[config.mk]
export PLATFORM = sky130hd
export DESIGN_NAME = imem_fetch_ctrl_flat
export DESIGN_NICKNAME = d
export VERILOG_FILES = /design/src/rtl/imem_fetch_ctrl_if.sv /design/src/rtl/imem_fetch_ctrl.sv /design/src/flat_wrapper.sv
export SDC_FILE = /design/constraint.sdc
export NUM_CORES = 1
export LEC_CHECK = 0
export ABC_AREA = 1
export CAP_MARGIN = 20
export CORE_ASPECT_RATIO = 0.8
export CORE_MARGIN = 4
export CORE_UTILIZATION = 55
export DETAILED_ROUTE_END_ITERATION = 10
export PLACE_DENSITY = 0.87
export SYNTH_ARGS = -nofsm -noshare
export SYNTH_HDL_FRONTEND = slang
export SYNTH_SLANG_ARGS = --single-unit
[constraint.sdc]
create_clock -name Clk -period 4.44 [get_ports Clk]
set_clock_uncertainty 0.2 [all_clocks]
set_input_delay 0.888 -clock Clk [delete_from_list [all_inputs] [get_ports Clk]]
set_output_delay 0.888 -clock Clk [all_outputs]
set_load 0.1 [all_outputs]
[src/rtl/imem_fetch_ctrl_if.sv]
// Fetch-to-decode handshake: head of the fetch buffer offered with valid/ready.
// master = fetch sequencer, slave = decode stage.
interface imem_fetch_ctrl_if;
    logic        IfValid;
    logic        IfReady;
    logic [31:0] IfInstr;
    logic [31:0] IfPC;
    logic [31:0] IfPCPlus4;

    modport master (
        output IfValid,
        output IfInstr,
        output IfPC,
        output IfPCPlus4,
        input  IfReady
    );

    modport slave (
        input  IfValid,
        input  IfInstr,
        input  IfPC,
        input  IfPCPlus4,
        output IfReady
    );
endinterface

[src/rtl/imem_fetch_ctrl.sv]
// Instruction-fetch sequencer: PC, 2-entry fetch buffer, redirect/halt handling.
// Optional: define ALIGN_CHECK_EN to trap misaligned redirect targets (sticky Fault).
module imem_fetch_ctrl #(
    parameter logic [31:0] RESET_PC  = 32'h0000_0000,
    parameter logic [31:0] HALT_WORD = 32'hFFFF_FFFF
) (
    input  logic                      Clk,
    input  logic                      Reset_n,
    output logic [31:0]               Address,
    input  logic [31:0]               Instruction,
    input  logic                      RedirectValid,
    input  logic [31:0]               RedirectTarget,
    imem_fetch_ctrl_if.master         dec,
    output logic                      Halted,
    output logic                      Fault
);

    typedef enum logic {
        ST_RUN,
        ST_HALT
    } state_e;

    state_e      state_q, state_d;
    logic [31:0] pc_q, pc_d;
    logic [1:0]  count_q, count_d;
    logic [31:0] b0_instr_q, b0_instr_d;
    logic [31:0] b0_pc_q, b0_pc_d;
    logic [31:0] b1_instr_q, b1_instr_d;
    logic [31:0] b1_pc_q, b1_pc_d;
    logic        fault_q, fault_d;

    logic        pop;
    logic        redirect;
    logic        redirect_bad;
    logic [31:0] redirect_pc;
    logic        capture;
    logic [1:0]  count_after;

`ifdef ALIGN_CHECK_EN
    assign redirect     = RedirectValid && !fault_q;
    assign redirect_bad = (RedirectTarget[1:0] != 2'b00);
    assign redirect_pc  = RedirectTarget;
`else
    logic unused_target_lsb;
    assign unused_target_lsb = ^RedirectTarget[1:0];
    assign redirect          = RedirectValid;
    assign redirect_bad      = 1'b0;
    assign redirect_pc       = {RedirectTarget[31:2], 2'b00};
`endif

    assign pop         = (count_q != 2'd0) && dec.IfReady;
    assign count_after = count_q - {1'b0, pop};

    // Entry 0 is always the head; a pop shifts entry 1 down before any capture lands.
    always_comb begin
        state_d    = state_q;
        pc_d       = pc_q;
        count_d    = count_q;
        b0_instr_d = b0_instr_q;
        b0_pc_d    = b0_pc_q;
        b1_instr_d = b1_instr_q;
        b1_pc_d    = b1_pc_q;
        fault_d    = fault_q;
        capture    = 1'b0;

        if (redirect) begin
            count_d = 2'd0;
            pc_d    = redirect_pc;
            if (redirect_bad) begin
                fault_d = 1'b1;
                state_d = ST_HALT;
            end else begin
                state_d = ST_RUN;
            end
        end else begin
            if (pop) begin
                b0_instr_d = b1_instr_q;
                b0_pc_d    = b1_pc_q;
            end
            capture = (state_q == ST_RUN) && (count_after != 2'd2);
            if (capture) begin
                if (count_after == 2'd0) begin
                    b0_instr_d = Instruction;
                    b0_pc_d    = pc_q;
                end else begin
                    b1_instr_d = Instruction;
                    b1_pc_d    = pc_q;
                end
                pc_d = pc_q + 32'd4;
                if (Instruction == HALT_WORD) begin
                    state_d = ST_HALT;
                end
            end
            count_d = count_after + {1'b0, capture};
        end
    end

    always_ff @(posedge Clk) begin
        if (!Reset_n) begin
            state_q    <= ST_RUN;
            pc_q       <= RESET_PC;
            count_q    <= 2'd0;
            b0_instr_q <= '0;
            b0_pc_q    <= '0;
            b1_instr_q <= '0;
            b1_pc_q    <= '0;
            fault_q    <= 1'b0;
        end else begin
            state_q    <= state_d;
            pc_q       <= pc_d;
            count_q    <= count_d;
            b0_instr_q <= b0_instr_d;
            b0_pc_q    <= b0_pc_d;
            b1_instr_q <= b1_instr_d;
            b1_pc_q    <= b1_pc_d;
            fault_q    <= fault_d;
        end
    end

    assign Address       = pc_q;
    assign dec.IfValid   = (count_q != 2'd0);
    assign dec.IfInstr   = b0_instr_q;
    assign dec.IfPC      = b0_pc_q;
    assign dec.IfPCPlus4 = b0_pc_q + 32'd4;
    assign Halted        = (state_q == ST_HALT);
    assign Fault         = fault_q;

endmodule

[src/flat_wrapper.sv]
// flat-port wrapper written by rule: the top's interface ports become plain ports
module imem_fetch_ctrl_flat 
#(
    parameter logic [31:0] RESET_PC  = 32'h0000_0000,
    parameter logic [31:0] HALT_WORD = 32'hFFFF_FFFF
)
  (Clk, Reset_n, Address, Instruction, RedirectValid, RedirectTarget, Halted, Fault, dec_IfValid, dec_IfInstr, dec_IfPC, dec_IfPCPlus4, dec_IfReady);
  imem_fetch_ctrl_if dec_i ();
  input  logic Clk;
  input  logic Reset_n;
  output logic [31:0] Address;
  input  logic [31:0] Instruction;
  input  logic RedirectValid;
  input  logic [31:0] RedirectTarget;
  output logic Halted;
  output logic Fault;
  output wire logic [$bits(dec_i.IfValid)-1:0] dec_IfValid;
  output wire logic [$bits(dec_i.IfInstr)-1:0] dec_IfInstr;
  output wire logic [$bits(dec_i.IfPC)-1:0] dec_IfPC;
  output wire logic [$bits(dec_i.IfPCPlus4)-1:0] dec_IfPCPlus4;
  input wire logic [$bits(dec_i.IfReady)-1:0] dec_IfReady;
  assign dec_IfValid = dec_i.IfValid;
  assign dec_IfInstr = dec_i.IfInstr;
  assign dec_IfPC = dec_i.IfPC;
  assign dec_IfPCPlus4 = dec_i.IfPCPlus4;
  assign dec_i.IfReady = dec_IfReady;
  imem_fetch_ctrl #(.RESET_PC(RESET_PC), .HALT_WORD(HALT_WORD)) u_core (.Clk(Clk), .Reset_n(Reset_n), .Address(Address), .Instruction(Instruction), .RedirectValid(RedirectValid), .RedirectTarget(RedirectTarget), .dec(dec_i), .Halted(Halted), .Fault(Fault));
endmodule
==> results.json, run 1 <==
{
  "status": "finished clean",
  "critical_path_class": "reg -> out",
  "clockRootBuffer": "clkbuf_16",
  "rr_endpoint": "u_core.dec.IfPC[25]$_SDFFE_PN0N_",
  "holdCritPathClass": "reg -> reg",
  "rows": 40,
  "worstSetupStartpoint": "u_core.dec.IfPC[2]$_SDFFE_PN0N_",
  "fp.dieH_um": 118.8,
  "crit_path_max_fanout": 5,
  "rsz0062_at_grt": "no",
  "cp_slowest_cell": "nor3_2",
  "ir_drop_v": 0.0003337,
  "ys_warn_count": 0,
  "leakagePower_nw": 4.056,
  "cts_tree": "done",
  "vias": 9271,
  "dp_hpwl_um": 18910,
  "clk_latency_ns": 0.44,
  "route.met2.wl_um": 11770,
  "reg2reg_depth": 7,
  "synth_seq_cells": 159,
  "reg2reg_slack_ns": 1.80,
  "path_clk_slew_ns": 0.07,
  "htreeDepth": 4,
  "maxCapViolCount": 0,
  "synth.mux.area_fraction": 0.004745,
  "coreArea_mm2": 0.01501,
  "post-route-drc-count": 0,
  "netlist_instances": 1261,
  "maxSlewHeadroom": 0.2832,
  "worst_slew_pin_slew_ns": 1.072,
  "vias_per_cell": 5.733,
  "wl_met1_um": 11750,
  "critPathLaunchType": "flop",
  "fin_nets": 1485,
  "met3_length_um": 3183,
  "post_cts_buffers": 0,
  "holdWs_ns": 0.2527,
  "endpoint": "dec_IfPCPlus4[19]",
  "cp_num_cells": 7,
  "synth_xor_area_frac": 0.03010,
  "wl_per_cell_um": 16.92,
  "drive_gt1_frac": 0.07353,
  "grt_max_degree": 118,
  "arrival_ns": 2.51,
  "setup-violations-final": 0,
  "grt_overflow_total": 0,
  "fp.dieArea_mm2": 0.01740,
  "max_freq_ghz": 0.2783,
  "gp_congestion": 0.9640,
  "rr_startpoint": "u_core.count_q[1]$_SDFF_PP0_",
  "cts-resized-gates": 0,
  "cts.sinks": 159,
  "fin_crit_sh": 0.8093,
  "synth_top_family_by_area": "simple AND/OR/NAND/NOR gates",
  "endpoint_kind": "output port",
  "top_layer_used": "met4",
  "yosysUniqueCellTypes": 37,
  "portBuffers": 193,
  "ys_seq_area_frac": 0.3772,
  "hold_viol": 0,
  "ios": 199,
  "synth_area_mm2": 0.008438,
  "antenna_left": 0,
  "crit_family": "simple AND/OR/NAND/NOR gates",
  "crit_required_ns": 3.35,
  "syn_to_final_growth_pct": 31.12,
  "layout.cells.non_filler": 1617,
  "path_cells": "clkinvlp_4 > nor3_2 > nand2_1 > nor2_1 > nand3_1 > xor2_4 > buf_4",
  "synth-adder-area-share": 0.002966,
  "globalRouteTotalUtil": 0.3074,
  "drt_pass1_iterations": 6,
  "avgSynthCellArea_um2": 6.692,
  "cellPowerDensity_mw_per_mm2": 379.8,
  "slew_violations": 0,
  "synth_compound_area_frac": 0.2086,
  "antenna_cells": 0,
  "drtIter0Drc": 1114,
  "postCtsHoldBufs": 0,
  "antenna_found_initial": 0,
  "die_width_um": 146.5,
  "yosys.area_share.simple": 0.2654,
  "finalCriticalPeriod_ns": 3.593,
  "cts_buffer_depth": 2,
  "slowest_delay_ns": 0.37,
  "crit_buf_inv": 2,
  "grt_pass1_wl_um": 43630,
  "cts_buffers": 17,
  "drt_wl_total_um": 27360,
  "fin_area_mm2": 0.01106,
  "start_util": 0.5620,
  "grt_pass1_vias": 8492,
  "nFillCells": 1180,
  "dpl_cell_area_mm2": 0.01041,
  "dp.cells": 1584
}
-- power breakdown --
group	internal (W)	switching [W]
Clock	0.000927	0.000639
Combinational	0.000253	0.000790
Sequential	0.00150	0.0000895
Total	0.00268	0.00152
-- layout by cell type (no fill, tap or decap), drive strengths merged, types with 2 or more instances in the layout --
cell | Yosys | layout
a21oi | 85 | 85
a31oi | 4 | 4
and2 | 2 | 2
buf | 36 | 39
bufinv | 0 | 3
clkbuf | 36 | 19
clkdlybuf4s50 | 0 | 166
clkinv | 1 | 5
clkinvlp | 0 | 3
conb | 1 | 3
dfxtp | 159 | 159
ha | 2 | 2
inv | 153 | 156
mux2i | 4 | 4
nand2 | 319 | 319
nand3 | 96 | 96
nand3b | 2 | 2
nand4 | 12 | 12
nor2 | 71 | 71
nor3 | 24 | 24
nor3b | 2 | 2
o2111ai | 26 | 26
o211ai | 32 | 32
o21ai | 157 | 157
o21bai | 6 | 6
xor2 | 28 | 28
-- routing by layer --
layer,track usage,vias up
met2,0.4605,545
li1,-,4466
met3,0.08087,57
met5,0,-
met4,0.09871,0
met1,0.4323,4203
-- per-stage QoR --
step | worst slack, ns | setup TNS [ns] | utilization | total power (W)
2_1_floorplan | -0.03653 | -0.03653 | - | 0.002364
3_3_place_gp | 1.044 | 0 | 0.6931 | 0.002640
3_5_place_dp | 0.9909 | 0 | 0.6931 | 0.002651
4_1_cts | 0.8298 | 0 | 0.7351 | 0.004194
5_1_grt | 0.6643 | 0 | 0.7369 | 0.004323
6_report | 0.8467 | 0 | 0.7369 | 0.004202
-- area by class of cell --
cell class | instances | area, um2 | area share
inverter | 154 | 581.8 | 0.05258
tap | 189 | 236.5 | 0.02137
timing repair buffer | 205 | 1974 | 0.1784
multi-input combinational | 878 | 4457 | 0.4028
clock buffer | 19 | 452.9 | 0.04094
sequential | 159 | 3184 | 0.2878
clock inverter | 13 | 177.7 | 0.01606
-- synthesized netlist by cell type, drive strengths merged --
cell / count / area share
a21oi: 85 / 0.052
a31oi: 4 / 0.0030
and2: 2 / 0.0015
and3: 1 / 0.00074
buf: 36 / 0.026
clkbuf: 36 / 0.016
clkinv: 1 / 0.00044
conb: 1 / 0.00044
dfxtp: 159 / 0.38
ha: 2 / 0.0030
inv: 153 / 0.068
mux2i: 4 / 0.0047
nand2: 319 / 0.14
nand3: 96 / 0.058
nand3b: 2 / 0.0018
nand4: 12 / 0.0089
nor2: 71 / 0.033
nor3: 24 / 0.015
nor3b: 2 / 0.0018
nor4: 1 / 0.00074
o2111ai: 26 / 0.027
o211ai: 32 / 0.028
o21ai: 157 / 0.093
o21bai: 6 / 0.0053
xnor2: 1 / 0.0010
xor2: 28 / 0.029
-- worst min path at each step --
stage | start | end | slack [ns] | cells past startpoint
4_1_cts | u_core.dec.IfPC[0]$_SDFFE_PN0N_ | u_core.dec.IfPC[0]$_SDFFE_PN0N_ | 0.25 | 2
5_1_grt | u_core.b1_instr_q[29]$_SDFFE_PN0P_ | u_core.b1_instr_q[29]$_SDFFE_PN0P_ | 0.27 | 2
3_5_place_dp | u_core.dec.IfPC[0]$_SDFFE_PN0N_ | u_core.dec.IfPC[0]$_SDFFE_PN0N_ | 0.24 | 2
6_report | u_core.b1_instr_q[6]$_SDFFE_PN0P_ | u_core.b1_instr_q[6]$_SDFFE_PN0P_ | 0.25 | 2
2_1_floorplan | u_core.b1_pc_q[17]$_SDFFE_PN0P_ | u_core.b1_pc_q[17]$_SDFFE_PN0P_ | 0.22 | 2
3_3_place_gp | u_core.b1_pc_q[17]$_SDFFE_PN0P_ | u_core.b1_pc_q[17]$_SDFFE_PN0P_ | 0.23 | 2
-- state kept, by name, summed over array words and instances, names as in the netlist --
name / cells
u_core.Halted: 1
u_core.b1_instr_q: 32
u_core.Address: 30
u_core.dec.IfInstr: 32
u_core.b1_pc_q: 30
u_core.count_q: 2
u_core.dec.IfPC: 32
-- cell families (layout without fill, tap and decap cells) --
family / after synthesis / after routing
AOI/OAI and AO/OA: 310 / 310
xor gates and xnor gates: 29 / 29
adders and majority gates: 2 / 2
buffers and inverters: 226 / 391
DFF: 159 / 159
muxes: 4 / 4
other: 1 / 3
and+or+nand+nor: 530 / 530
-- worst register-to-register path, delay by kind of cell (launching register included) --
family | cells | cell delay, ns
buf+inv | 2 | 0.96
compound gates | 2 | 0.30
simple gates | 3 | 0.81
flops | 1 | 0.32
Power figures use the tool's default switching activity.
==> run 2, diff against run 1 <==
- CORE_UTILIZATION: 55 -> 46
- PLACE_DENSITY: 0.87 -> 0.78
- clock period: 4.44 -> 3.3 ns (I/O delays scaled with it)
==> run 2 against run 1 <==
Via count is 1.9% lower. Sequential share of layout area decreased by 1.0 points. Routed wire length down 1.5%. Final cell count up 3.0%. Critical endpoint is now dec_IfPCPlus4[21]. Non-clock buffer count rose by 7. Combinational power grew 38%. Largest cell class unchanged. Hold slack about the same.
==> results.json, run 2 (synthesized netlist as in run 1, its figures left out) <==
{
  "final_core_util": 0.6420,
  "drt_pass1_iterations": 6,
  "coreArea_mm2": 0.01806,
  "path_cells": "inv_1 > nor3_4 > nand2_2 > nor2_4 > nand4_1 > xor2_4 > buf_12",
  "hold_viol": 0,
  "postCtsHoldBufs": 0,
  "clk_latency_ns": 0.42,
  "maxCapViolCount": 0,
  "die_width_um": 159.4,
  "post-route-drc-count": 0,
  "cts_buffers": 17,
  "maxSlewHeadroom": 0.6321,
  "crit_path_max_fanout": 5,
  "antenna_left": 0,
  "sw_frac_of_total": 0.3524,
  "seq_area_mm2": 0.003217,
  "layout_commonest_cell": "nand2_1",
  "grt_max_degree": 61,
  "multi_input_area_mm2": 0.004821,
  "nFillCells": 1580,
  "fin_ws_ns": 0.1768,
  "grt_overflow_total": 0,
  "arrival_ns": 2.26,
  "grt_pass1_wl_um": 43010,
  "dpl_cell_area_mm2": 0.01094,
  "cp_slowest_cell": "dfxtp_2",
  "seq_power_share": 0.379,
  "combPwrFrac": 0.253,
  "drtIter0Drc": 1174,
  "syn_to_final_growth_pct": 37.40,
  "power_frac_clock": 0.368,
  "cts_tree": "done",
  "slowest_delay_ns": 0.36,
  "cts.sinks": 159,
  "max_freq_ghz": 0.3202,
  "layout.cells.non_filler": 1665,
  "crit_family": "simple AND/OR/NAND/NOR gates",
  "drt_wl_total_um": 26940,
  "finalCriticalPeriod_ns": 3.123,
  "rsz0062_at_grt": "no",
  "vias_per_cell": 5.460,
  "pre_cts_slack_ns": 0.4601,
  "fin_area_mm2": 0.01159,
  "setup-violations-final": 0,
  "fin_nets": 1492,
  "ios": 199,
  "wl_per_cell_um": 16.18,
  "leakagePower_nw": 4.398,
  "rows": 44,
  "worst_slew_pin_slew_ns": 0.5519,
  "crit_buf_inv": 2,
  "gp_congestion": 0.8903,
  "fp.dieArea_mm2": 0.02059,
  "dp.cells": 1633,
  "critical_path_class": "reg -> out",
  "dp_hpwl_um": 19650,
  "crit_required_ns": 2.44,
  "final_cell_mix": "nand2_1, o21ai_0, inv_1",
  "holdWs_ns": 0.2523,
  "portBuffers": 193,
  "p_int_w": 0.003680,
  "globalRouteTotalUtil": 0.2573,
  "antenna_found_initial": 0,
  "vias": 9091,
  "netSwitchingPower_w": 0.002002,
  "slew_violations": 0,
  "status": "finished clean",
  "antenna_cells": 0,
  "holdCritPathClass": "reg -> reg",
  "fin_crit_sh": 0.9464,
  "fp.dieH_um": 129.1,
  "cts_buffer_depth": 2,
  "clockRootBuffer": "clkbuf_16",
  "htreeDepth": 4,
  "drive_gt1_frac": 0.1756,
  "start_util": 0.4673,
  "critPathLaunchType": "flop",
  "ir_drop_v": 0.0003620,
  "path_clk_slew_ns": 0.06,
  "cellPowerDensity_mw_per_mm2": 490.1,
  "endpoint_kind": "output port",
  "grt_pass1_vias": 8008
}
-- run 2: stage by stage --
step           setup TNS, ns  total power (W)
6_report                   0         0.005682
3_5_place_dp               0         0.003624
4_1_cts                    0         0.005699
2_1_floorplan         -1.172         0.003206
5_1_grt                    0         0.005877
3_3_place_gp               0         0.003609
-- run 2: timing repair --
action,CTS,global route
setup buffers,0,0
resized for setup,1,6
gates cloned,0,0
endpoints found under the setup margin,1,3
pin swaps,0,0
-- run 2: layout make-up --
cell class	instances	area share
well taps	230	0.02482
clock inverters	13	0.01630
clock buffers	19	0.03820
multi-input cells	878	0.4158
flip-flops and latches	159	0.2775
repair buffers	212	0.1772
inverters	154	0.05018
-- run 2: worst min-delay path, cell delays in order (launching register included) --
cell     delay (ns)
dfxtp_1        0.30
inv_1          0.06
a21oi_1        0.05
-- run 2: worst paths after layout --
check / depth (start not counted) / slack (ns) / start / end
worst max-delay path: 7 / 0.18 / u_core.dec.IfPC[4]$_SDFFE_PN0N_ / dec_IfPCPlus4[21]
worst max register to register: 10 / 1.00 / u_core.Address[2]$_SDFFE_PN0P_ / u_core.Address[28]$_SDFFE_PN0P_
worst min-delay path: 2 / 0.25 / u_core.b1_pc_q[7]$_SDFFE_PN0P_ / u_core.b1_pc_q[7]$_SDFFE_PN0P_
worst min register to register: 2 / 0.25 / u_core.b1_pc_q[7]$_SDFFE_PN0P_ / u_core.b1_pc_q[7]$_SDFFE_PN0P_
-- run 2: power groups by stage --
stage	registers [W]	clock network [W]	logic (W)
finish	0.00215	0.00209	0.00144
global route	0.00217	0.00220	0.00151
CTS	0.00215	0.00211	0.00144
detailed placement	0.00219	0	0.00144
global placement	0.00219	0	0.00142
floorplan	0.00266	0	0.000541
-- run 2: routing by layer --
layer	share of wire	track usage
met1	0.45	0.3773
met2	0.44	0.3851
met3	0.089	0.04833
met4	0.020	0.08214
met5	0	0
